**src/rtl/riscv_pkg.sv**
```systemverilog
// Shared RISC-V core definitions: next-PC select encodings, NOP word and fetch FSM states.
package riscv_pkg;

  localparam int unsigned XLEN    = 32;
  localparam int unsigned PCSRC_W = 2;

  localparam logic [PCSRC_W-1:0] PCSRC_PLUS4  = 2'b00;
  localparam logic [PCSRC_W-1:0] PCSRC_BRANCH = 2'b01;
  localparam logic [PCSRC_W-1:0] PCSRC_JALR   = 2'b10;

  localparam logic [XLEN-1:0] NOP = 32'h0000_0013;

  typedef enum logic [1:0] {
    ST_IDLE = 2'b00,
    ST_REQ  = 2'b01,
    ST_WAIT = 2'b10,
    ST_HOLD = 2'b11
  } fetch_state_e;

endpackage

```
**src/rtl/pc_next_mux.sv**
```systemverilog
// Combinational next-PC select: sequential, PC-relative branch/jal, or jalr target with bit 0 cleared.
module pc_next_mux
  import riscv_pkg::*;
(
  input  logic [XLEN-1:0]    pc,
  input  logic [PCSRC_W-1:0] pc_src,
  input  logic [XLEN-1:0]    imm_ext,
  input  logic [XLEN-1:0]    alu_result,
  output logic [XLEN-1:0]    next_pc
);

  // Encoding 2'b11 is unused by the controller and falls back to PC+4.
  always_comb begin
    next_pc = pc + XLEN'(4);
    case (pc_src)
      PCSRC_BRANCH: next_pc = pc + imm_ext;
      PCSRC_JALR:   next_pc = {alu_result[XLEN-1:1], 1'b0};
      default:      next_pc = pc + XLEN'(4);
    endcase
  end

endmodule

```
**src/rtl/fetch_unit.sv**
```systemverilog
// Instruction fetch stage: PC register, imem request/response FSM and decoded-field outputs.
// Optional macro FETCH_MISALIGN_CHECK_EN adds a sticky misaligned-target flag that parks the fetch.
module fetch_unit
  import riscv_pkg::*;
#(
  parameter logic [XLEN-1:0] RESET_PC = 32'h0000_0000
) (
  input  logic                clk,
  input  logic                rst_n,
  input  logic [PCSRC_W-1:0]  PCSrc,
  input  logic [XLEN-1:0]     ImmExt,
  input  logic [XLEN-1:0]     ALUResult,
  input  logic                commit,
  output logic                imem_req,
  output logic [XLEN-1:0]     imem_addr,
  input  logic                imem_ready,
  input  logic                imem_rvalid,
  input  logic [XLEN-1:0]     imem_rdata,
  output logic                instr_valid,
  output logic [XLEN-1:0]     Instr,
  output logic [6:0]          OP,
  output logic [2:0]          funct3,
  output logic [6:0]          funct7,
  output logic [XLEN-1:0]     PC,
  output logic [XLEN-1:0]     PCPlus4,
  output logic [XLEN-1:0]     retired
`ifdef FETCH_MISALIGN_CHECK_EN
  ,
  output logic                misalign_err
`endif
);

  fetch_state_e    state_q, state_d;
  logic [XLEN-1:0] mux_pc;
  logic [XLEN-1:0] target_pc;
  logic            accept_c;
  logic            misalign_c;

  logic            req_d, valid_d;
  logic [XLEN-1:0] instr_d, pc_d, pc_plus4_d, retired_d;
`ifdef FETCH_MISALIGN_CHECK_EN
  logic            misalign_d;
`endif

  pc_next_mux u_pc_next_mux (
    .pc         (PC),
    .pc_src     (PCSrc),
    .imm_ext    (ImmExt),
    .alu_result (ALUResult),
    .next_pc    (mux_pc)
  );

  // Without the check, targets are silently word-aligned; with it, they are kept and flagged.
`ifdef FETCH_MISALIGN_CHECK_EN
  assign target_pc  = mux_pc;
  assign misalign_c = |mux_pc[1:0];
`else
  assign target_pc  = {mux_pc[XLEN-1:2], 2'b00};
  assign misalign_c = 1'b0;
`endif

  // A parked HOLD has instr_valid low, so commits there are never accepted.
  assign accept_c = (state_q == ST_HOLD) && instr_valid && commit;

  always_comb begin
    state_d = state_q;
    case (state_q)
      ST_IDLE: state_d = ST_REQ;
      ST_REQ:  if (imem_ready)  state_d = ST_WAIT;
      ST_WAIT: if (imem_rvalid) state_d = ST_HOLD;
      ST_HOLD: if (accept_c && !misalign_c) state_d = ST_REQ;
      default: state_d = ST_IDLE;
    endcase
  end

  always_comb begin
    req_d      = (state_d == ST_REQ);
    valid_d    = instr_valid;
    instr_d    = Instr;
    pc_d       = PC;
    pc_plus4_d = PCPlus4;
    retired_d  = retired;
`ifdef FETCH_MISALIGN_CHECK_EN
    misalign_d = misalign_err;
`endif
    if ((state_q == ST_WAIT) && imem_rvalid) begin
      instr_d = imem_rdata;
      valid_d = 1'b1;
    end
    if (accept_c) begin
      pc_d       = target_pc;
      pc_plus4_d = target_pc + XLEN'(4);
      retired_d  = retired + XLEN'(1);
      valid_d    = 1'b0;
`ifdef FETCH_MISALIGN_CHECK_EN
      if (misalign_c) misalign_d = 1'b1;
`endif
    end
  end

  always_ff @(posedge clk or negedge rst_n) begin
    if (!rst_n) begin
      state_q      <= ST_IDLE;
      imem_req     <= 1'b0;
      instr_valid  <= 1'b0;
      Instr        <= NOP;
      PC           <= RESET_PC;
      PCPlus4      <= RESET_PC + XLEN'(4);
      retired      <= '0;
`ifdef FETCH_MISALIGN_CHECK_EN
      misalign_err <= 1'b0;
`endif
    end else begin
      state_q      <= state_d;
      imem_req     <= req_d;
      instr_valid  <= valid_d;
      Instr        <= instr_d;
      PC           <= pc_d;
      PCPlus4      <= pc_plus4_d;
      retired      <= retired_d;
`ifdef FETCH_MISALIGN_CHECK_EN
      misalign_err <= misalign_d;
`endif
    end
  end

  assign imem_addr = PC;
  assign OP        = Instr[6:0];
  assign funct3    = Instr[14:12];
  assign funct7    = Instr[31:25];

endmodule

```
**config.mk**
```make
export PLATFORM = sky130hd
export DESIGN_NAME = fetch_unit
export DESIGN_NICKNAME = d
export VERILOG_FILES = /design/src/rtl/riscv_pkg.sv /design/src/rtl/pc_next_mux.sv /design/src/rtl/fetch_unit.sv
export SDC_FILE = /design/constraint.sdc
export NUM_CORES = 1
export LEC_CHECK = 0
export ABC_AREA = 1
export BUFFER_PORTS_ARGS = -buffer_cell sky130_fd_sc_hd__buf_2
export CAP_MARGIN = 20
export CORE_ASPECT_RATIO = 0.75
export CORE_UTILIZATION = 25
export DETAILED_ROUTE_END_ITERATION = 7
export SYNTH_ARGS = -nofsm -noshare
export SYNTH_HDL_FRONTEND = slang
export SYNTH_SLANG_ARGS = --single-unit
```
**constraint.sdc**
```tcl
create_clock -name clk -period 6.05 [get_ports clk]
set_input_delay 1.21 -clock clk [delete_from_list [all_inputs] [get_ports clk]]
set_output_delay 1.21 -clock clk [all_outputs]
set_load 0.005 [all_outputs]
```
* Word-level counts from Yosys, hierarchy flattened *
Index checks and enable logic that the tools add are counted.
Widths: inputs -> output; s select.

word-level totals
  bits in registers = 130
  output and inout bits = 179

cells by class
  add/subtract/negate cells = 4
  equal/unequal tests = 6
  muxes and demuxes = 7
  reductions and logical operators = 5

operators with widths
  cell                   count
  $add 32x3->32 const B  2
  $pmux 32 s2            1
  $add 32x1->32 const B  1
  $add 32x32->32         1
  $pmux 2 s4             1
  $eq 2x1->1 const B     3
  $eq 2x2->1 const B     3
  $mux 2                 3
  $logic_and 1x1->1      3
  $logic_not 2->1        1
  $mux 1                 2
  $reduce_bool 2->1      1

* Longest topological paths before layout *
  word-level depth = 6
  depth in mapped cells = 26
  gate-level depth less buffers = 25

* Modules after synthesis *
Synthesis repeated with hierarchy kept, for this count alone.

unflattened totals
  cell total of the unflattened synthesis = 1511
  area total of the unflattened synthesis = 10131.0 um^2

by module, submodules not included
  module       times used  cells each  area an instance (um^2)  sequential area each (um^2)
  fetch_unit   1           748         6412.4                   3208.1
  pc_next_mux  1           763         3718.6                   0.0

* Worst setup path after synthesis *
No wires, ideal clock.

  path type = input port to flip-flop
  start = input PCSrc[1]
  end = register PCPlus4[24]
  library setup time = 117 ps
  arrival time = 4207 ps
  slack = 1727 ps
  cell stages on the path = 23
  cells stage by stage = inv_1 ha_1 clkbuf_1 inv_1 or2_2 ha_1 inv_1 fa_1 o21ai_2 ha_1 inv_1 nor2_2 nand2_2 inv_2 nand3_2 nor3_4 nand2_4 nor2_8 nand3b_4 nand2_2 nand2_1 nand2_1 nand2_1

between the ends
  cells in the longest elaborated chain, start to end = 3

ends and longest elaborated chain
  what                                      line               RTL
  start, declared                           fetch_unit.sv:10   input logic [PCSRC_W-1:0] PCSrc,
  $eq 2x2->1 or $eq 2x1->1 (tied branches)  pc_next_mux.sv:15  case (pc_src)
  $pmux 32 s2 *                             pc_next_mux.sv:15
  named net mux_pc[3]                       fetch_unit.sv:34   logic [XLEN-1:0] mux_pc;
  $add 32x3->32 *                           fetch_unit.sv:92   pc_plus4_d = target_pc + XLEN'(4);
  end signal, assigned                      fetch_unit.sv:108  PCPlus4 <= RESET_PC + XLEN'(4);
  end signal, assigned                      fetch_unit.sv:119  PCPlus4 <= pc_plus4_d;
  end, declared                             fetch_unit.sv:25   output logic [XLEN-1:0] PCPlus4,

The timed path passes the listed nets; every way through them passes the cells marked *.
A chain may end at the register's enable or synchronous reset.

* Worst setup path in the final report *
  start = input PCSrc[1]
  end = register PCPlus4[31]

between the ends
  cells in the longest elaborated chain, start to end = 3

ends and longest elaborated chain
  what                                      line
  $eq 2x2->1 or $eq 2x1->1 (tied branches)  pc_next_mux.sv:15
  $pmux 32 s2 *                             pc_next_mux.sv:15
  $add 32x3->32 *                           fetch_unit.sv:92

Mark *: on every way between the ends. The rest lies on a longest branch, timed or not.

==> impl_metrics.py <==
metrics = {
    "global_route": {
        "grt_pass1_wl_mm": 47.7,
        "grt_max_degree": 72,
        "overflow": 0,
        "use_met1_pct": 23.3,
        "grt_antenna_before_repair": 0,
        "grt_pass1_vias": 8460,
        "grt-busiest-layer": "met2",
        "track_usage_pct": 16.6,
        "grt_use_met2_pct": 25.8,
        "grt_use_met3_pct": 4.15,
    },
    "place": {
        "placed_cells": 1995,
        "place_area_um2": 10700,
        "finalWeightedCongestion": 0.915,
        "dp_hpwl_mm": 24.9,
        "io_buffers": 271,
    },
    "sta": {
        "worstMarginPinSlew_ns": 0.744,
        "setup_violations": 0,
        "finalSetupTns_ns": 0,
        "finalMaxSlewViolations": 0,
        "timing.final.crit_share_pct": 71.2,
        "fmax_mhz": 232,
        "fin_crit_ns": 4.31,
        "fin_skew_ns": 0.00912,
        "relSlewSlack_pct": 50.4,
        "hold_viol_final": 0,
        "rsz0062_at_grt": "false",
    },
    "route": {
        "drcViolationCount": 0,
        "routed_wl_mm": 31.0,
        "vias_per_cell": 4.50,
        "drtAntennaViolNets": 0,
        "vias": 9118,
        "drt_iter0_markers": 668,
        "first_pass_iters": 5,
        "wire_per_inst_um": 15.3,
    },
    "die": {
        "io_pins": 282,
        "coreArea_um2": 36000,
        "rows": 60,
        "die_y_um": 168,
        "design.die.area_um2": 37600,
        "die_x_um": 224,
        "start_util_pct": 25.5,
    },
    "setup_path": {
        "start_kind": "input port",
        "cp_num_buf_inv": 6,
        "critical_path_class": "in2reg",
        "path_max_fanout": 10,
        "crit_arrival_ns": 4.62,
        "cp_top_family": "simple AND/OR/NAND/NOR gates",
        "crit_top_cell": "nand2_1",
        "critPathSlowestCell": "fa_1",
        "cp.required_ns": 6.36,
        "cpPeakStageDelay_ns": 0.41,
        "end_kind": "flip-flop",
    },
    "logic_synthesis": {
        "synth-async-reset-ratio_pct": 100,
        "syn_avg_cell_area_um2": 6.95,
        "yosys_warnings": 0,
        "synth_top_flop_cell": "dfrtp_1",
        "seq_area_frac_synth_pct": 34.9,
        "netlist_area_um2": 9200,
        "ys_seq_elements": 128,
        "synth_edf_count": 0,
        "syn_inst": 1324,
        "synth_cell_types": 44,
    },
    "cts": {
        "clockBufferDepth": 2,
        "htreeDepth": 4,
        "numCtsBuffers": 17,
        "cts_resized": 0,
        "clk_latency_ns": 0.43,
        "ctsHoldBuffers": 0,
        "cts.sinks": 128,
        "cts_tree": "yes",
        "cts_root_buf": "clkbuf_16",
        "post_cts_buffers": 0,
        "clk_pin_slew_worst_paths_ns": 0.06,
    },
    "pwr": {
        "power_density_nw_per_um2": 416,
        "ir_drop_mv": 0.184,
        "leakage_nw": 6.44,
    },
    "layout": {
        "fin_area_um2": 11300,
        "layout_commonest_cell": "nand2_1",
        "stdcell_count": 2026,
        "final_cell_mix": "nand2_1, buf_2, inv_1, dfrtp_1, nor2_1",
        "n_antenna_cell": 0,
        "syn2layout_area_growth_pct": 22.7,
        "layout.nets": 1686,
        "drive_gt1_share_pct": 25.7,
    },
    "job": {
        "drv_cap": 0,
    },
    "run_status": {
        "status": "complete, no violations",
    },
    "worst_hold_path": {
        "worstHoldPathType": "reg2reg",
    },
}
-- area by class of cell --
type | instances | area, um2
fillers | 3991 | 24700
clock inverters | 14 | 135
flip-flops and latches | 128 | 3210
clock buffers | 17 | 425
inverters | 202 | 759
well taps | 465 | 582
repair buffers | 279 | 1420
multi-input cells | 921 | 4760
-- state kept, by name, indices dropped and copies added, names as in the netlist --
register / count
retired: 32
PC: 30
PCPlus4: 30
instr_valid: 1
state_q: 2
imem_req: 1
Instr: 32
-- worst reg2reg max path, cell delays in order, from the launching register on --
cell and delay [ns]:
dfrtp_1 0.40, ha_1 0.28, inv_1 0.08, fa_1 0.41
inv_1 0.16, nand3_1 0.12, nand2_1 0.22, nand2_1 0.10
nand2_1 0.17, nand2_1 0.10, nand3b_1 0.09, nand3_1 0.12
nand2_2 0.13, nand2_2 0.07, nor2_4 0.15, nand3_2 0.17
nor2_4 0.22, nand3_1 0.10, nand3_1 0.09, nand2_1 0.06
-- where the power goes --
group	switching (W)	internal, W
registers	0.000291	0.00120
logic	0.00131	0.000891
clock network	0.000433	0.000571
total	0.00204	0.00266
-- metrics by stage --
stage | setup slack [ns] | total power (W) | hold WS (ns) | util (%)
after floorplan | 1.73 | 0.00293 | 0.465 | -
after global placement | 1.39 | 0.00368 | 0.456 | 29.8
after detailed placement | 1.33 | 0.00372 | 0.464 | 29.8
after CTS | 1.80 | 0.00476 | 0.482 | 31.3
after global routing | 1.47 | 0.00509 | 0.513 | 31.3
final | 1.74 | 0.00469 | 0.480 | 31.3
-- logic make-up (layout without fill, tap and decap cells) --
| family | count (synthesis) | in the layout | share of synthesized area, % |
|---|---|---|---|
| buffers and inverters | 280 | 512 | 13.7 |
| DFF | 128 | 128 | 34.9 |
| adders and majority gates | 34 | 34 | 4.70 |
| xor gates and xnor gates | 36 | 36 | 3.43 |
| other | 1 | 6 | 0.0407 |
| AOI/OAI and AO/OA | 75 | 75 | 4.69 |
| and+or+nand+nor | 738 | 738 | 34.7 |
| muxes | 32 | 32 | 3.92 |
-- routing by layer --
layer  vias to the layer above  wire length (um)
li1                       4531                 -
met1                      4243             14900
met2                       326             13600
met3                        18              2260
met4                         0               244
met5                         -                 0
-- path summary, 6_finish.rpt --
path | start | end | slack (ns) | depth (start not counted)
worst min register to register | PCPlus4[14]$_DFFE_PN0P_ | PCPlus4[14]$_DFFE_PN0P_ | 0.48 | 2
min in group asynchronous | rst_n | PCPlus4[23]$_DFFE_PN0P_ | 0.77 | 1
worst max-delay path | PCSrc[1] | PCPlus4[31]$_DFFE_PN0P_ | 1.74 | 25
max in group asynchronous | rst_n | retired[4]$_DFFE_PN0P_ | 3.99 | 2
worst min-delay path | PCPlus4[14]$_DFFE_PN0P_ | PCPlus4[14]$_DFFE_PN0P_ | 0.48 | 2
worst max register to register | PC[2]$_DFFE_PN0P_ | PCPlus4[31]$_DFFE_PN0P_ | 2.71 | 19
-- cell usage after synthesis, types with 10 or more instances --
cell / number / area share [%]
a31oi_1: 10 / 0.68
xnor2_1: 10 / 0.95
nor2_1: 113 / 4.6
nand2_1: 448 / 18
nor3_1: 10 / 0.54
nand2_2: 10 / 0.68
buf_4: 54 / 4.4
inv_1: 194 / 7.9
mux2_2: 32 / 3.9
dfrtp_1: 124 / 34
nand3_1: 86 / 4.7
ha_1: 33 / 4.5
nor2_2: 13 / 0.88
nand4_1: 25 / 1.7
o21ai_0: 24 / 1.3
xor2_1: 26 / 2.5
a21oi_1: 22 / 1.2
clkbuf_1: 17 / 0.69
No activity file was read; power rests on OpenSTA's default activity.
